==> src/rtl/hash_table_pkg.sv <==
// Shared types for the hash table controller: request opcodes, response
// status codes and the saturating statistics helper.
package hash_table_pkg;

    typedef enum logic [1:0] {
        OP_LOOKUP = 2'd0,
        OP_INSERT = 2'd1,
        OP_DELETE = 2'd2,
        OP_RSVD   = 2'd3
    } op_t;

    typedef enum logic [1:0] {
        ST_OK        = 2'd0,
        ST_NOT_FOUND = 2'd1,
        ST_COLLISION = 2'd2,
        ST_BAD_OP    = 2'd3
    } status_t;

    localparam int STAT_WIDTH = 16;
    localparam logic [STAT_WIDTH-1:0] STAT_MAX = '1;

    // Counters stick at all-ones instead of wrapping back to zero.
    function automatic logic [STAT_WIDTH-1:0] sat_inc(input logic [STAT_WIDTH-1:0] v);
        return (v == STAT_MAX) ? v : v + 1'b1;
    endfunction

endpackage

==> src/rtl/h3_hash_function.sv <==
// H3 universal hash: each set key bit XORs its row of Q_MATRIX into the
// result. Row i occupies bits [i*HASH_ADR_WIDTH +: HASH_ADR_WIDTH].
module h3_hash_function #(
    parameter int KEY_WIDTH      = 32,
    parameter int HASH_ADR_WIDTH = 5,
    parameter logic [KEY_WIDTH*HASH_ADR_WIDTH-1:0] Q_MATRIX =
        {KEY_WIDTH{HASH_ADR_WIDTH'(1)}}
) (
    input  logic [KEY_WIDTH-1:0]      key,
    output logic [HASH_ADR_WIDTH-1:0] hash
);

    // Fold the matrix rows selected by the key bits.
    always_comb begin
        // NOTE: blocking '=' is right here: the XOR accumulates within one
        // evaluation, and the '0 default keeps this purely combinational.
        hash = '0;
        for (int i = 0; i < KEY_WIDTH; i++) begin
            if (key[i]) begin
                hash = hash ^ Q_MATRIX[i*HASH_ADR_WIDTH +: HASH_ADR_WIDTH];
            end
        end
    end

endmodule

==> src/rtl/hash_table_ctrl.sv <==
// Direct-mapped hash table controller in front of a single-port memory with
// one cycle of read latency. One request at a time:
// IDLE -> READ -> CMP -> (WRITE) -> RESP.
// Optional macro HASH_TABLE_CTRL_STATS_EN enables the saturating statistics
// counters; without it the stat ports are constant zero.
module hash_table_ctrl
    import hash_table_pkg::*;
#(
    parameter int KEY_WIDTH      = 32,
    parameter int DATA_WIDTH     = 32,
    parameter int HASH_ADR_WIDTH = 5,
    parameter logic [KEY_WIDTH*HASH_ADR_WIDTH-1:0] Q_MATRIX =
        {KEY_WIDTH{HASH_ADR_WIDTH'(1)}}
) (
    input  logic                               clk,
    input  logic                               rst_n,
    input  logic                               op_valid,
    output logic                               op_ready,
    input  logic [1:0]                         op_code,
    input  logic [KEY_WIDTH-1:0]               key_in,
    input  logic [DATA_WIDTH-1:0]              data_in,
    output logic                               res_valid,
    input  logic                               res_ready,
    output logic [1:0]                         res_status,
    output logic [DATA_WIDTH-1:0]              res_data,
    output logic [HASH_ADR_WIDTH-1:0]          mem_adr,
    output logic                               mem_wr_en,
    output logic [KEY_WIDTH+DATA_WIDTH:0]      mem_wr_data,
    input  logic [KEY_WIDTH+DATA_WIDTH:0]      mem_rd_data,
    output logic [STAT_WIDTH-1:0]              stat_lookups,
    output logic [STAT_WIDTH-1:0]              stat_hits,
    output logic [STAT_WIDTH-1:0]              stat_collisions
);

    // Slot layout {valid, key, data}; declared here because its field
    // widths come from this module's parameters.
    typedef struct packed {
        logic                  valid;
        logic [KEY_WIDTH-1:0]  key;
        logic [DATA_WIDTH-1:0] data;
    } entry_t;

    localparam logic [2:0] IDLE  = 3'd0;
    localparam logic [2:0] READ  = 3'd1;
    localparam logic [2:0] CMP   = 3'd2;
    localparam logic [2:0] WRITE = 3'd3;
    localparam logic [2:0] RESP  = 3'd4;

    logic [2:0]            state;
    op_t                   op_q;
    logic [KEY_WIDTH-1:0]  key_q;
    logic [DATA_WIDTH-1:0] data_q;
    entry_t                wr_entry;
    status_t               status_q;
    logic [DATA_WIDTH-1:0] data_out_q;
    logic                  valid_q;

    logic [HASH_ADR_WIDTH-1:0] slot;
    entry_t                rd_entry;
    logic                  key_match;
    logic                  cmp_write;
    status_t               cmp_status;
    logic [DATA_WIDTH-1:0] cmp_data;
    entry_t                cmp_entry;

    h3_hash_function #(
        .KEY_WIDTH      (KEY_WIDTH),
        .HASH_ADR_WIDTH (HASH_ADR_WIDTH),
        .Q_MATRIX       (Q_MATRIX)
    ) u_hash (
        .key  (key_q),
        .hash (slot)
    );

    // Gating with rst_n keeps a reset cycle from ever writing the table,
    // even when reset lands on the WRITE cycle.
    assign op_ready    = rst_n && (state == IDLE);
    assign mem_wr_en   = rst_n && (state == WRITE);
    assign mem_adr     = (rst_n && (state == READ || state == WRITE)) ? slot : '0;
    assign mem_wr_data = wr_entry;
    assign res_valid   = valid_q;
    assign res_status  = status_q;
    assign res_data    = data_out_q;
    assign rd_entry    = mem_rd_data;

    // Decide the outcome from the slot returned during CMP.
    always_comb begin
        // NOTE: every output gets a default first so no path leaves one
        // unassigned, which would otherwise infer a latch.
        key_match  = rd_entry.valid && (rd_entry.key == key_q);
        cmp_write  = 1'b0;
        cmp_status = ST_NOT_FOUND;
        cmp_data   = '0;
        cmp_entry  = '0;
        case (op_q)
            OP_LOOKUP: begin
                if (key_match) begin
                    cmp_status = ST_OK;
                    cmp_data   = rd_entry.data;
                end
            end
            OP_INSERT: begin
                if (!rd_entry.valid || key_match) begin
                    cmp_write       = 1'b1;
                    cmp_status      = ST_OK;
                    cmp_entry.valid = 1'b1;
                    cmp_entry.key   = key_q;
                    cmp_entry.data  = data_q;
                end else begin
                    cmp_status = ST_COLLISION;
                end
            end
            OP_DELETE: begin
                if (key_match) begin
                    cmp_write  = 1'b1;
                    cmp_status = ST_OK;
                end
            end
            default: cmp_status = ST_BAD_OP;
        endcase
    end

    // Request sequencing, request capture and the held response registers.
    always_ff @(posedge clk) begin
        // NOTE: non-blocking '<=' so every register sees pre-edge values.
        if (!rst_n) begin
            state      <= IDLE;
            op_q       <= OP_LOOKUP;
            key_q      <= '0;
            data_q     <= '0;
            wr_entry   <= '0;
            valid_q    <= 1'b0;
            status_q   <= ST_OK;
            data_out_q <= '0;
        end else begin
            case (state)
                IDLE: begin
                    if (op_valid && op_ready) begin
                        op_q   <= op_t'(op_code);
                        key_q  <= key_in;
                        data_q <= data_in;
                        if (op_t'(op_code) == OP_RSVD) begin
                            state      <= RESP;
                            valid_q    <= 1'b1;
                            status_q   <= ST_BAD_OP;
                            data_out_q <= '0;
                        end else begin
                            state <= READ;
                        end
                    end
                end
                READ: state <= CMP;
                CMP: begin
                    status_q   <= cmp_status;
                    data_out_q <= cmp_data;
                    wr_entry   <= cmp_entry;
                    if (cmp_write) begin
                        state <= WRITE;
                    end else begin
                        state   <= RESP;
                        valid_q <= 1'b1;
                    end
                end
                WRITE: begin
                    state   <= RESP;
                    valid_q <= 1'b1;
                end
                RESP: begin
                    if (res_ready) begin
                        state   <= IDLE;
                        valid_q <= 1'b0;
                    end
                end
                default: state <= IDLE;
            endcase
        end
    end

    // NOTE: the table itself lives outside this block and is deliberately
    // not cleared on reset; the memory owner decides when to wipe it.

`ifdef HASH_TABLE_CTRL_STATS_EN
    logic [STAT_WIDTH-1:0] lookups_q;
    logic [STAT_WIDTH-1:0] hits_q;
    logic [STAT_WIDTH-1:0] collisions_q;

    // Count completed operations on the response handshake.
    always_ff @(posedge clk) begin
        if (!rst_n) begin
            lookups_q    <= '0;
            hits_q       <= '0;
            collisions_q <= '0;
        end else if (state == RESP && res_ready) begin
            if (op_q == OP_LOOKUP) begin
                lookups_q <= sat_inc(lookups_q);
                if (status_q == ST_OK) begin
                    hits_q <= sat_inc(hits_q);
                end
            end
            if (op_q == OP_INSERT && status_q == ST_COLLISION) begin
                collisions_q <= sat_inc(collisions_q);
            end
        end
    end

    assign stat_lookups    = lookups_q;
    assign stat_hits       = hits_q;
    assign stat_collisions = collisions_q;
`else
    assign stat_lookups    = '0;
    assign stat_hits       = '0;
    assign stat_collisions = '0;
`endif

endmodule

==> config.mk <==
export PLATFORM = sky130hd
export DESIGN_NAME = hash_table_ctrl
export DESIGN_NICKNAME = d
export VERILOG_FILES = /design/src/rtl/hash_table_pkg.sv /design/src/rtl/h3_hash_function.sv /design/src/rtl/hash_table_ctrl.sv
export SDC_FILE = /design/constraint.sdc
export NUM_CORES = 1
export LEC_CHECK = 0
export ABC_AREA = 1
export BUFFER_PORTS_ARGS = -buffer_cell sky130_fd_sc_hd__buf_2
export CORE_MARGIN = 2
export CORE_UTILIZATION = 55
export CTS_BUF_LIST = sky130_fd_sc_hd__clkbuf_2 sky130_fd_sc_hd__clkbuf_4 sky130_fd_sc_hd__clkbuf_8
export CTS_CLUSTER_SIZE = 30
export DETAILED_ROUTE_END_ITERATION = 8
export GPL_ROUTABILITY_DRIVEN = 1
export HOLD_SLACK_MARGIN = 0.15
export PLACE_DENSITY = 0.89
export SKIP_LAST_GASP = 1
export SLEW_MARGIN = 20
export SYNTH_ARGS = -nofsm -noshare
export SYNTH_HDL_FRONTEND = slang
export SYNTH_HIERARCHICAL = 1
export SYNTH_SLANG_ARGS = --single-unit
export TNS_END_PERCENT = 5
==> constraint.sdc <==
create_clock -name clk -period 5.05 [get_ports clk]
set_input_delay 1.01 -clock clk [delete_from_list [all_inputs] [get_ports clk]]
set_output_delay 1.01 -clock clk [all_outputs]
set_load 0.01 [all_outputs]
==> metrics list, run 1 <==
- The run finished with clean final reports.
* Hpwl dp: 13,100 um
* Post-Syn Area per Cell: approximately 7.9 um2
* Via count of the first global-routing pass: around 6,300
- The startpoint identified for the worst register-to-register timing path is state[0].
- Required time of the critical path: approximately 4.0 ns
* Final total negative setup slack: 0 ns
- Max capacitance violation total: 0
- The number of antenna violations at the first check in global routing was 2.
- Setup repair after global routing left no endpoint under its margin.
- Leakage: between 4 and 5 nW
- In this run the deepest clock path goes through 2 buffers.
- The path class of the tightest hold or removal check is flop to flop.
* Largest net degree at the start of global routing: 91
- Setup slack on the worst flop-to-flop path: ~2.3 ns
* WL/cell: ~13 um
* TritonCTS clock tree: done
* Relative max-transition margin: approximately two fifths
- The number of cells on the worst reg-to-reg path is 7.
* NetSw: between 0.9 and 1 mW
* Count of flip-flops with a built-in enable after synthesis: 0
* Std-Cell Core Area: 0.0139 mm2
* Count of unresolved DRC violations after routing: 0
* Most Crowded Layer GR: met2
* Setup WS pre-CTS: between 1.5 and 2 ns
* Reg power frac: between 50% and 60%
- For this block, the routed nets add up to ~19,000 um of wire.
- Setup bufs post-CTS: 0
- Overall die width: approximately 120 um
* Gate count after technology mapping: ~990
* # setup viols final: 0
* Area of the die: 0.0152 mm2
- Signed area change from the synthesized netlist to the final layout: 17.2%
- STA classifies the critical path startpoint as a flop.
- Met2 routing resource usage after global routing: just over 40%
- Number of filler cells placed in the layout: approximately 1,200
- Cells with a size suffix above 1 make up about a third of the layout.
- Part of the total power dissipated in combinational logic: 19.4%
* Count leader, synth: sky130_fd_sc_hd__nand2_1
* Global-route met3 utilization: under 10%
- The tree built by TritonCTS fans out to 169 sinks.
- Buffer type at the clock tree root: sky130_fd_sc_hd__clkbuf_8
- For this run, the top clock speed supported by timing is between 300 and 400 MHz.
- The count of buffers added on input and output ports is between 200 and 250.
* Clock Power Share: 30.6%
* Count of pins over their slew limit: 0
* Portion of synthesized cell area occupied by the leading cell type: 43.3%
- Clock latency of the later-clocked register in the worst-skew pair: 0.46 ns
* Met1 global-route usage: about 28%
* Die Y: around 120 um
* Netlist area before placement: between 0.007 and 0.008 mm2
- Number of DRC markers after the initial detailed-route iteration: between 300 and 400
* Net count, final: 1,335
* Internal power: about 2.0 mW
- After synthesis, the share of flip-flops with an asynchronous set or reset is 0%.
* Number of nets with antenna violations after routing: 0
- The worst hold path was traced through 2 stages.
- Via density: roughly 4.9
- Total congestion overflow after global routing: 0
- Leaving out filler cells and counting taps, the final layout contains around 1,400.
* Cell count after placement: about 1,400
- For this block, the via count after detailed routing is just under 7,000.
- Starting density of the core: 56.3%
* Top Ports: between 200 and 300
- For this run, the detailed router's first-pass iteration total came to 4.
* Number of flip-flops and latches in the synthesized netlist: around 170
- At the end of routability-driven placement, the weighted congestion stood at approximately 0.81.
- The netlist uses 31 different library cells.
* Endpoint of the most critical register-to-register path: mem_wr_data[62]
* Overall power of the completed layout: 2.94 mW
* Number of cell rows: 43
- Clock skew on the completed layout was measured at approximately 0.013 ns.
- The first global-routing pass estimated just under 30,000 um of wire.
* Number of gates resized after cts: 0
* Crit Path Class: flop to primary output
- Ranked by instance count, the synthesized netlist is headed by sky130_fd_sc_hd__nand2_1 (267), sky130_fd_sc_hd__dfxtp_1 (169), sky130_fd_sc_hd__o21ai_0 (79).
* Share of synthesized area occupied by flip-flops and latches: between 40% and 50%
- Worst Slack Setup Final: 1.75 ns
* Final hold viol count: 0
- In this run switching power makes up around a third of total power.
- Most used DFF post-synth: sky130_fd_sc_hd__dfxtp_1
* Cell area power density: about 320 mW/mm2
- TritonCTS created 17 clock buffers.
* Source of the worst hold timing path: mem_wr_data[64]
* Worst Hold Endpoint: mem_wr_data[64]
* Gr usage total: around a quarter
- Cell type with the highest aggregate area in the netlist: sky130_fd_sc_hd__dfxtp_1
* Critical Path AT: around 2.3 ns
- During synthesis, Yosys emitted a total of 6 warnings.
- The H-tree generated during clock tree synthesis spans 4 levels.
* Shortest period the worst path allows: ~3.3 ns
* Setup crit end kind: primary output
- Leading cell types by total area after synthesis: sky130_fd_sc_hd__dfxtp_1 (43%), sky130_fd_sc_hd__nand2_1 (13%), sky130_fd_sc_hd__o21ai_2 (5.7%)
* Final period util: around two thirds
* Clk slew on worst S/H paths: roughly 0.09 ns
* Maximum fanout along the worst path: 5
- Hold-fix buffer count after cts: 0
- IR analysis of the VDD net gives a maximum drop of about 220 uV.
- At the pin with the least slew margin, the transition time is approximately 0.89 ns.
-- layer usage --
metal	share of wire [%]	routed length, um
met1	41	7550
met2	49	9070
met3	7.2	1340
met4	3.0	562
met5	0	0
-- metrics by stage --
step	hold slack, ns	utilization, %	cell area (um2)
finish	0.472	65.9	9150
global route	0.489	65.9	9150
floorplan	0.440	-	8000
CTS	0.475	65.9	9150
detailed placement	0.461	63.2	8770
global placement	0.453	63.2	8770
-- how the worst max path moves through the flow --
stage,to,startpoint,cells past startpoint,slack (ns)
floorplan,mem_adr[0],rst_n,4,2.22
global placement,mem_wr_data[57],mem_rd_data[48],11,2.00
detailed placement,mem_wr_data[56],mem_rd_data[48],11,1.90
CTS,mem_adr[0],key_q[2],17,1.72
global route,mem_adr[0],key_q[21],15,1.51
finish,mem_adr[0],key_q[2],17,1.75
-- power groups by stage --
stage,registers (mW),clock network [mW],logic (mW)
6_report,1.47,0.901,0.570
5_1_grt,1.48,0.978,0.649
3_3_place_gp,1.50,0,0.552
3_5_place_dp,1.50,0,0.567
4_1_cts,1.47,0.921,0.571
2_1_floorplan,1.49,0,0.453
-- area by class of cell --
class                      instances  area, um2  area share (%)
antenna                            2       5.00          0.0547
clock buffer                      21        289            3.16
clock inverter                    10       86.3           0.944
inverter                          66        249            2.72
multi-input combinational        700       3680            40.2
sequential                       169       3380            37.0
tap                              180        225            2.46
timing repair buffer             243       1230            13.5
-- critical path: stages, from the launching register on --
cell and delay [ns]:
sky130_fd_sc_hd__dfxtp_1 0.51, sky130_fd_sc_hd__inv_1 0.07, sky130_fd_sc_hd__nand2_1 0.06, sky130_fd_sc_hd__nand2_1 0.05, sky130_fd_sc_hd__nand2_1 0.09, sky130_fd_sc_hd__nand2_2 0.07, sky130_fd_sc_hd__nand2_2 0.06, sky130_fd_sc_hd__inv_1 0.03
sky130_fd_sc_hd__nor2_1 0.08, sky130_fd_sc_hd__nand2_1 0.08, sky130_fd_sc_hd__nand2_1 0.06, sky130_fd_sc_hd__nand2_1 0.05, sky130_fd_sc_hd__nand2_2 0.07, sky130_fd_sc_hd__nor2_1 0.04, sky130_fd_sc_hd__nor2_1 0.16, sky130_fd_sc_hd__inv_1 0.10
sky130_fd_sc_hd__nor2_1 0.10, sky130_fd_sc_hd__buf_2 0.14
-- cell usage in the layout, fill, tap and decap left out --
master / synthesis / routed
sky130_fd_sc_hd__nand2_1: 267 / 266
sky130_fd_sc_hd__buf_2: 17 / 236
sky130_fd_sc_hd__dfxtp_1: 169 / 169
sky130_fd_sc_hd__o21ai_0: 79 / 79
sky130_fd_sc_hd__nand3_1: 74 / 74
sky130_fd_sc_hd__inv_1: 59 / 59
sky130_fd_sc_hd__conb_1: 2 / 52
sky130_fd_sc_hd__o21ai_2: 51 / 51
sky130_fd_sc_hd__nand2_2: 42 / 43
sky130_fd_sc_hd__xnor2_1: 32 / 32
sky130_fd_sc_hd__a21oi_2: 31 / 31
sky130_fd_sc_hd__nor2_1: 28 / 28
sky130_fd_sc_hd__clkbuf_8: 0 / 21
sky130_fd_sc_hd__a21oi_1: 8 / 8
sky130_fd_sc_hd__nor2_2: 7 / 7
sky130_fd_sc_hd__buf_4: 55 / 7
sky130_fd_sc_hd__inv_2: 7 / 6
sky130_fd_sc_hd__xor2_1: 6 / 6
sky130_fd_sc_hd__o21ai_1: 5 / 5
sky130_fd_sc_hd__clkinv_4: 0 / 4
sky130_fd_sc_hd__nor2_4: 3 / 3
sky130_fd_sc_hd__nand4_1: 3 / 3
sky130_fd_sc_hd__ha_1: 3 / 3
sky130_fd_sc_hd__clkinvlp_4: 0 / 3
sky130_fd_sc_hd__diode_2: 0 / 2
sky130_fd_sc_hd__nand3_2: 3 / 2
sky130_fd_sc_hd__nor3_1: 2 / 2
sky130_fd_sc_hd__inv_6: 0 / 2
sky130_fd_sc_hd__clkinv_2: 0 / 1
sky130_fd_sc_hd__nand3_4: 0 / 1
sky130_fd_sc_hd__nor2_8: 1 / 1
sky130_fd_sc_hd__o211ai_1: 1 / 1
sky130_fd_sc_hd__a211oi_2: 1 / 1
sky130_fd_sc_hd__inv_8: 0 / 1
sky130_fd_sc_hd__nand3b_1: 1 / 1
-- flip-flops by register name (all words and copies together) (netlist names) --
| name | flops |
|---|---|
| mem_wr_data | 65 |
| res_status | 2 |
| key_q | 32 |
| res_data | 32 |
| op_q | 2 |
| res_valid | 1 |
| data_q | 32 |
| state | 3 |
-- logic make-up (layout without fill, tap and decap cells) --
logic type,after synthesis,count (layout),synth area share [%]
AOI/OAI and AO/OA,176,176,15.4
adders and majority gates,3,3,0.481
DFF,169,169,43.3
xor gates and xnor gates,38,38,4.26
buffers and inverters,170,340,12.1
other,2,54,0.0962
and+or+nand+nor,431,431,24.4
Note: power is estimated with default switching activity, not from simulation.
==> run 2: changes to the inputs <==
Settings changed: ABC_AREA 1 to 0, CORE_UTILIZATION 55 to 51, PLACE_DENSITY 0.89 to 0.84.
Clock period 5.05 ns to 3.3 ns, I/O delays scaled along.
==> run 2 against run 1 <==
- sequential power is 50% higher
- die area is 4.3% higher
- total power up 51%
- area after synthesis decreased by 3.1%
- register-to-register slack lost 1.4 ns
- critical path type unchanged
- first-iteration DRC count grew 110%
- worst setup slack got worse by 1.3 ns
- sequential share of layout area up 0.51 points
==> metrics list, run 2 <==
- Outcome: finished, final reports clean (unchanged)
- Final hold viol count: 0 (unchanged)
- The average instance area after synthesis is 8.15 um2 (was 7.90 um2).
* Share of synthesized area occupied by flip-flops and latches: 44.7% (was 43.3%)
* Reg power frac: 49.6% (was 50.0%)
- Number of cell rows: 44 (was 43)
- The max-cap violation count is 0 (unchanged).
- Crit-path cells: xor2_1 -> xnor2_1 -> xnor2_1 -> xnor2_1 -> xnor2_1 -> and2_1 -> buf_2 (was inv_1 -> nand2_1 -> nand2_1 -> nand2_1 -> nand2_2 -> nand2_2 -> inv_1 -> nor2_1 -> nand2_1 -> nand2_1 -> nand2_1 -> nand2_2 -> nor2_1 -> nor2_1 -> inv_1 -> nor2_1 -> buf_2).
* Gate count after technology mapping: 928 (was 989)
* Number of flip-flops under the largest register name: 65 (unchanged)
- Number of antenna violations at the first check in global routing: 2 (unchanged)
- Crit Path Class: flop to primary output (unchanged)
- Required time of the critical path: 2.64 ns (was 4.04 ns)
- Cell area power density: 493 mW/mm2 (was 322 mW/mm2)
- TritonRoute pass-1 iters: 5 (was 4)
- The total global routing overflow came to 0 (unchanged).
- Instance area at placement: 0.00855 mm2 (was 0.00877 mm2)
- The most instantiated flip-flop cell in the synthesis netlist is sky130_fd_sc_hd__dfxtp_1 (unchanged).
- The vias after detailed routing was 7,123 (was 6,865).
- Number of flip-flops and latches in the synthesized netlist: 169 (unchanged)
- The largest stage delay on the critical path is 0.50 ns (was 0.51 ns).
- Unrepaired setup endpoints after global routing: false (unchanged)
* Most common cell after layout, fill and taps aside: sky130_fd_sc_hd__buf_2 (was sky130_fd_sc_hd__nand2_1)
- Highest-count cells in the layout ignoring fill and taps: sky130_fd_sc_hd__buf_2 (236), sky130_fd_sc_hd__dfxtp_1 (169), sky130_fd_sc_hd__nand2_1 (167), sky130_fd_sc_hd__nand4_1 (107), sky130_fd_sc_hd__o21ai_0 (104) (was sky130_fd_sc_hd__nand2_1 (266), sky130_fd_sc_hd__buf_2 (236), sky130_fd_sc_hd__dfxtp_1 (169), sky130_fd_sc_hd__o21ai_0 (79), sky130_fd_sc_hd__nand3_1 (74))
* Setup bufs post-CTS: 0 (unchanged)
- The final count of pins violating max slew was 0 (unchanged).
- The path category of the worst min-delay check is primary input to flop (was flop to flop).
- The layout filler cell count came to 1,303 (was 1,175).
- Transition time at the pin with the least slew margin: 0.971 ns (was 0.892 ns)
- The global router's overall resource usage came to 24.7% (was 24.2%).
- Number of DRC markers after the initial detailed-route iteration: 665 (was 311)
- Signed area change from the synthesized netlist to the final layout: 19.3% (was 17.2%)
- Number of gates resized after cts: 0 (unchanged)
- Clock Power Share: 36.0% (was 30.6%)
- Internal power: 3.27 mW (was 2.01 mW)
- Hold-fix buffer count after cts: 0 (unchanged)
- For this run, the top clock speed supported by timing is between 300 and 400 MHz.
- Worst-case hold slack: 0.403 ns (was 0.472 ns)
- Hpwl dp: 13,700 um (was 13,100 um)
* Simple-gate share of the synthesized area: 23.7% (was 24.4%)
- The pin count of the biggest net entering global routing was 119 (was 91).
- Utilization after layout: 62.1% (was 65.9%)
- Of the available clock period, the critical path in the final layout requires between 80% and 90%.
- The biggest area consumer among synthesized cells is sky130_fd_sc_hd__dfxtp_1 (unchanged).
* WL/cell: 15.5 um (was 13.3 um)
- The routed via count divided by cell count is 5.45 (was 4.94).
- Max stage delay cell, worst path: sky130_fd_sc_hd__dfxtp_1 (unchanged)
- Top Ports: 290 (unchanged)
- The complex-gate fraction of the synthesized area came to 13.5% (was 15.4%).
- NetSw: 1.17 mW (was 0.931 mW)
- The area occupied by multi-input gates came to 0.00364 mm2 (was 0.00368 mm2).
* Part of the total power dissipated in combinational logic: 14.4% (was 19.4%)
- # setup viols final: 0 (unchanged)
- The number of nets still failing antenna checks after routing is 0 (unchanged).
- Skew final: 0.00759 ns (was 0.0126 ns)
- The core footprint is 0.0145 mm2 (was 0.0139 mm2).
- Seq. cell area: 0.00338 mm2 (unchanged)
* Leading cell types by total area after synthesis: sky130_fd_sc_hd__dfxtp_1 (45%), sky130_fd_sc_hd__nand4_1 (8.8%), sky130_fd_sc_hd__nand2_1 (8.3%) (was sky130_fd_sc_hd__dfxtp_1 (43%), sky130_fd_sc_hd__nand2_1 (13%), sky130_fd_sc_hd__o21ai_2 (5.7%))
- Final total negative setup slack: 0 ns (unchanged)
- Worst Slack Setup Final: 0.471 ns (was 1.75 ns)
- The overall die width came to 126 um (was 123 um).
- Buffer type at the clock tree root: sky130_fd_sc_hd__clkbuf_8 (unchanged)
- The net total in the final layout was 1,247 (was 1,335).
- Share of post-route cells with drive strength above 1: 27.4% (was 34.8%)
- Synthesized-area fraction occupied by xor and xnor cells: 7.29% (was 4.26%)
- The highest fanout seen on the critical path was 4 (was 5).
* Overall power of the completed layout: 4.45 mW (was 2.94 mW)
- Net switching share of the total power: 26.4% (was 31.6%)
* Critical Path AT: 2.17 ns (was 2.29 ns)
* Starting density of the core: 52.0% (was 56.3%)
- The proportion of netlist area held by the largest area contributor was 44.7% (was 43.3%).
- The number of cells in the design after placement is 1,273 (was 1,358).
* Worst-case vdd ir drop: 228 uV (was 225 uV)
- Synth cell count leaders: sky130_fd_sc_hd__dfxtp_1 (169), sky130_fd_sc_hd__nand2_1 (168), sky130_fd_sc_hd__nand4_1 (107) (was sky130_fd_sc_hd__nand2_1 (267), sky130_fd_sc_hd__dfxtp_1 (169), sky130_fd_sc_hd__o21ai_0 (79))
* Setup crit end kind: primary output (unchanged)
* H-tree depth: 4 (unchanged)
* Leakage: 3.71 nW (was 4.19 nW)
- Total detailed-routing wirelength: 20,200 um (was 18,500 um)
- Clock buffers created by TritonCTS: 17 (unchanged)
* Critical Path Source Type: flop (unchanged)
- Sink count of the clock tree: 169 (unchanged)
* Synthesis warning total: 6 (unchanged)
- The netlist area before placement came to 0.00756 mm2 (was 0.00781 mm2).
* Count of flip-flops with a built-in enable after synthesis: 0 (unchanged)
- GP Congestion: 0.918 (was 0.811)
- Area share of fa/ha/maj cells after synthesis: 0.496% (was 0.481%)
* Most Frequent Cell on Critical Path: sky130_fd_sc_hd__xnor2_1 (was sky130_fd_sc_hd__nand2_1)
* Clock latency of the later-clocked register in the worst-skew pair: 0.45 ns (was 0.46 ns)
* Finished Cell Area: 0.00902 mm2 (was 0.00915 mm2)
- The cell with the most instances after synthesis is sky130_fd_sc_hd__dfxtp_1 (was sky130_fd_sc_hd__nand2_1).
- Share of synthesized area spent on multiplexers: 0% (unchanged)
* Relative max-transition margin: 35.0% (was 40.5%)
- The buffer depth of the longest clock path was 2 (unchanged).
- The largest family of logic cells by synthesized area was simple AND/OR/NAND/NOR gates (unchanged).
* Number of port buffers: 237 (unchanged)
* Area of the die: 0.0158 mm2 (was 0.0152 mm2)
- Final instance count without filler cells: 1,307 (was 1,391)
- Share of async-settable or async-resettable flops after synthesis: 0% (unchanged)
* Setup WS pre-CTS: 0.577 ns (was 1.90 ns)
- Die Y: 126 um (was 123 um)
* Via count of the first global-routing pass: 6,328 (was 6,332)
- Synth unique cells: 37 (was 31)
- Shortest period the worst path allows: 2.83 ns
* Clk slew on worst S/H paths: 0.08 ns (was 0.09 ns)
- Count of unresolved DRC violations after routing: 0 (unchanged)
* First-pass GRT wire length: 31,800 um (was 28,900 um)
- The clock tree from TritonCTS is done (unchanged).
[run 2: cell count changes after synthesis, sizes merged, moves of 15 or more]
cell,before,now
nor2,39,6
nand4,3,107
clkbuf,21,69
inv,66,5
nand2,309,168
buf,83,68
xnor2,32,60
[run 2: cell families after synthesis]
| family | count (synthesis) |
|---|---|
| compound gates | 182 |
| simple gates | 367 |
| other cells | 2 |
| xor+xnor | 63 |
| flops | 169 |
| buf+inv | 142 |
| fa+ha+maj | 3 |
[run 2: power by group through the flow]
stage	registers (mW)	logic, mW	clock network (mW)
3_3_place_gp	2.25	0.610	0
6_report	2.21	0.641	1.60
4_1_cts	2.20	0.624	1.63
5_1_grt	2.22	0.701	1.72
2_1_floorplan	2.22	0.494	0
3_5_place_dp	2.25	0.622	0
[run 2: metal layers]
layer	wire length, um	up-vias	track usage [%]
met5	0	-	0
li1	-	3487	-
met4	683	0	11.8
met3	1750	51	5.86
met2	9460	356	39.9
met1	8310	3229	31.2
[run 2: final cells by class]
cell class | count | share of cell area, %
Sequential cell | 169 | 37.5
Clock inverter | 8 | 1.59
Timing Repair Buffer | 249 | 14.6
Multi-Input combinational cell | 667 | 40.3
Antenna cell | 3 | 0.0832
Clock buffer | 22 | 3.22
Inverter | 5 | 0.208
Tap cell | 184 | 2.55
[run 2: critical path, delay by kind of cell, from the launching register on]
family                    cells  cell delay, ns
buffers and inverters         1            0.13
xor gates and xnor gates      5            0.94
and+or+nand+nor               1            0.15
DFF                           1            0.50
[run 2: final timing paths]
path / start / endpoint / slack, ns / cells after the start
setup / recovery: key_q[16] / mem_adr[0] / 0.47 / 7
hold / removal: key_in[17] / key_q[17] / 0.40 / 3
setup reg to reg: key_q[17] / mem_wr_data[14] / 0.91 / 6
hold reg to reg: res_data[26] / res_data[26] / 0.45 / 2
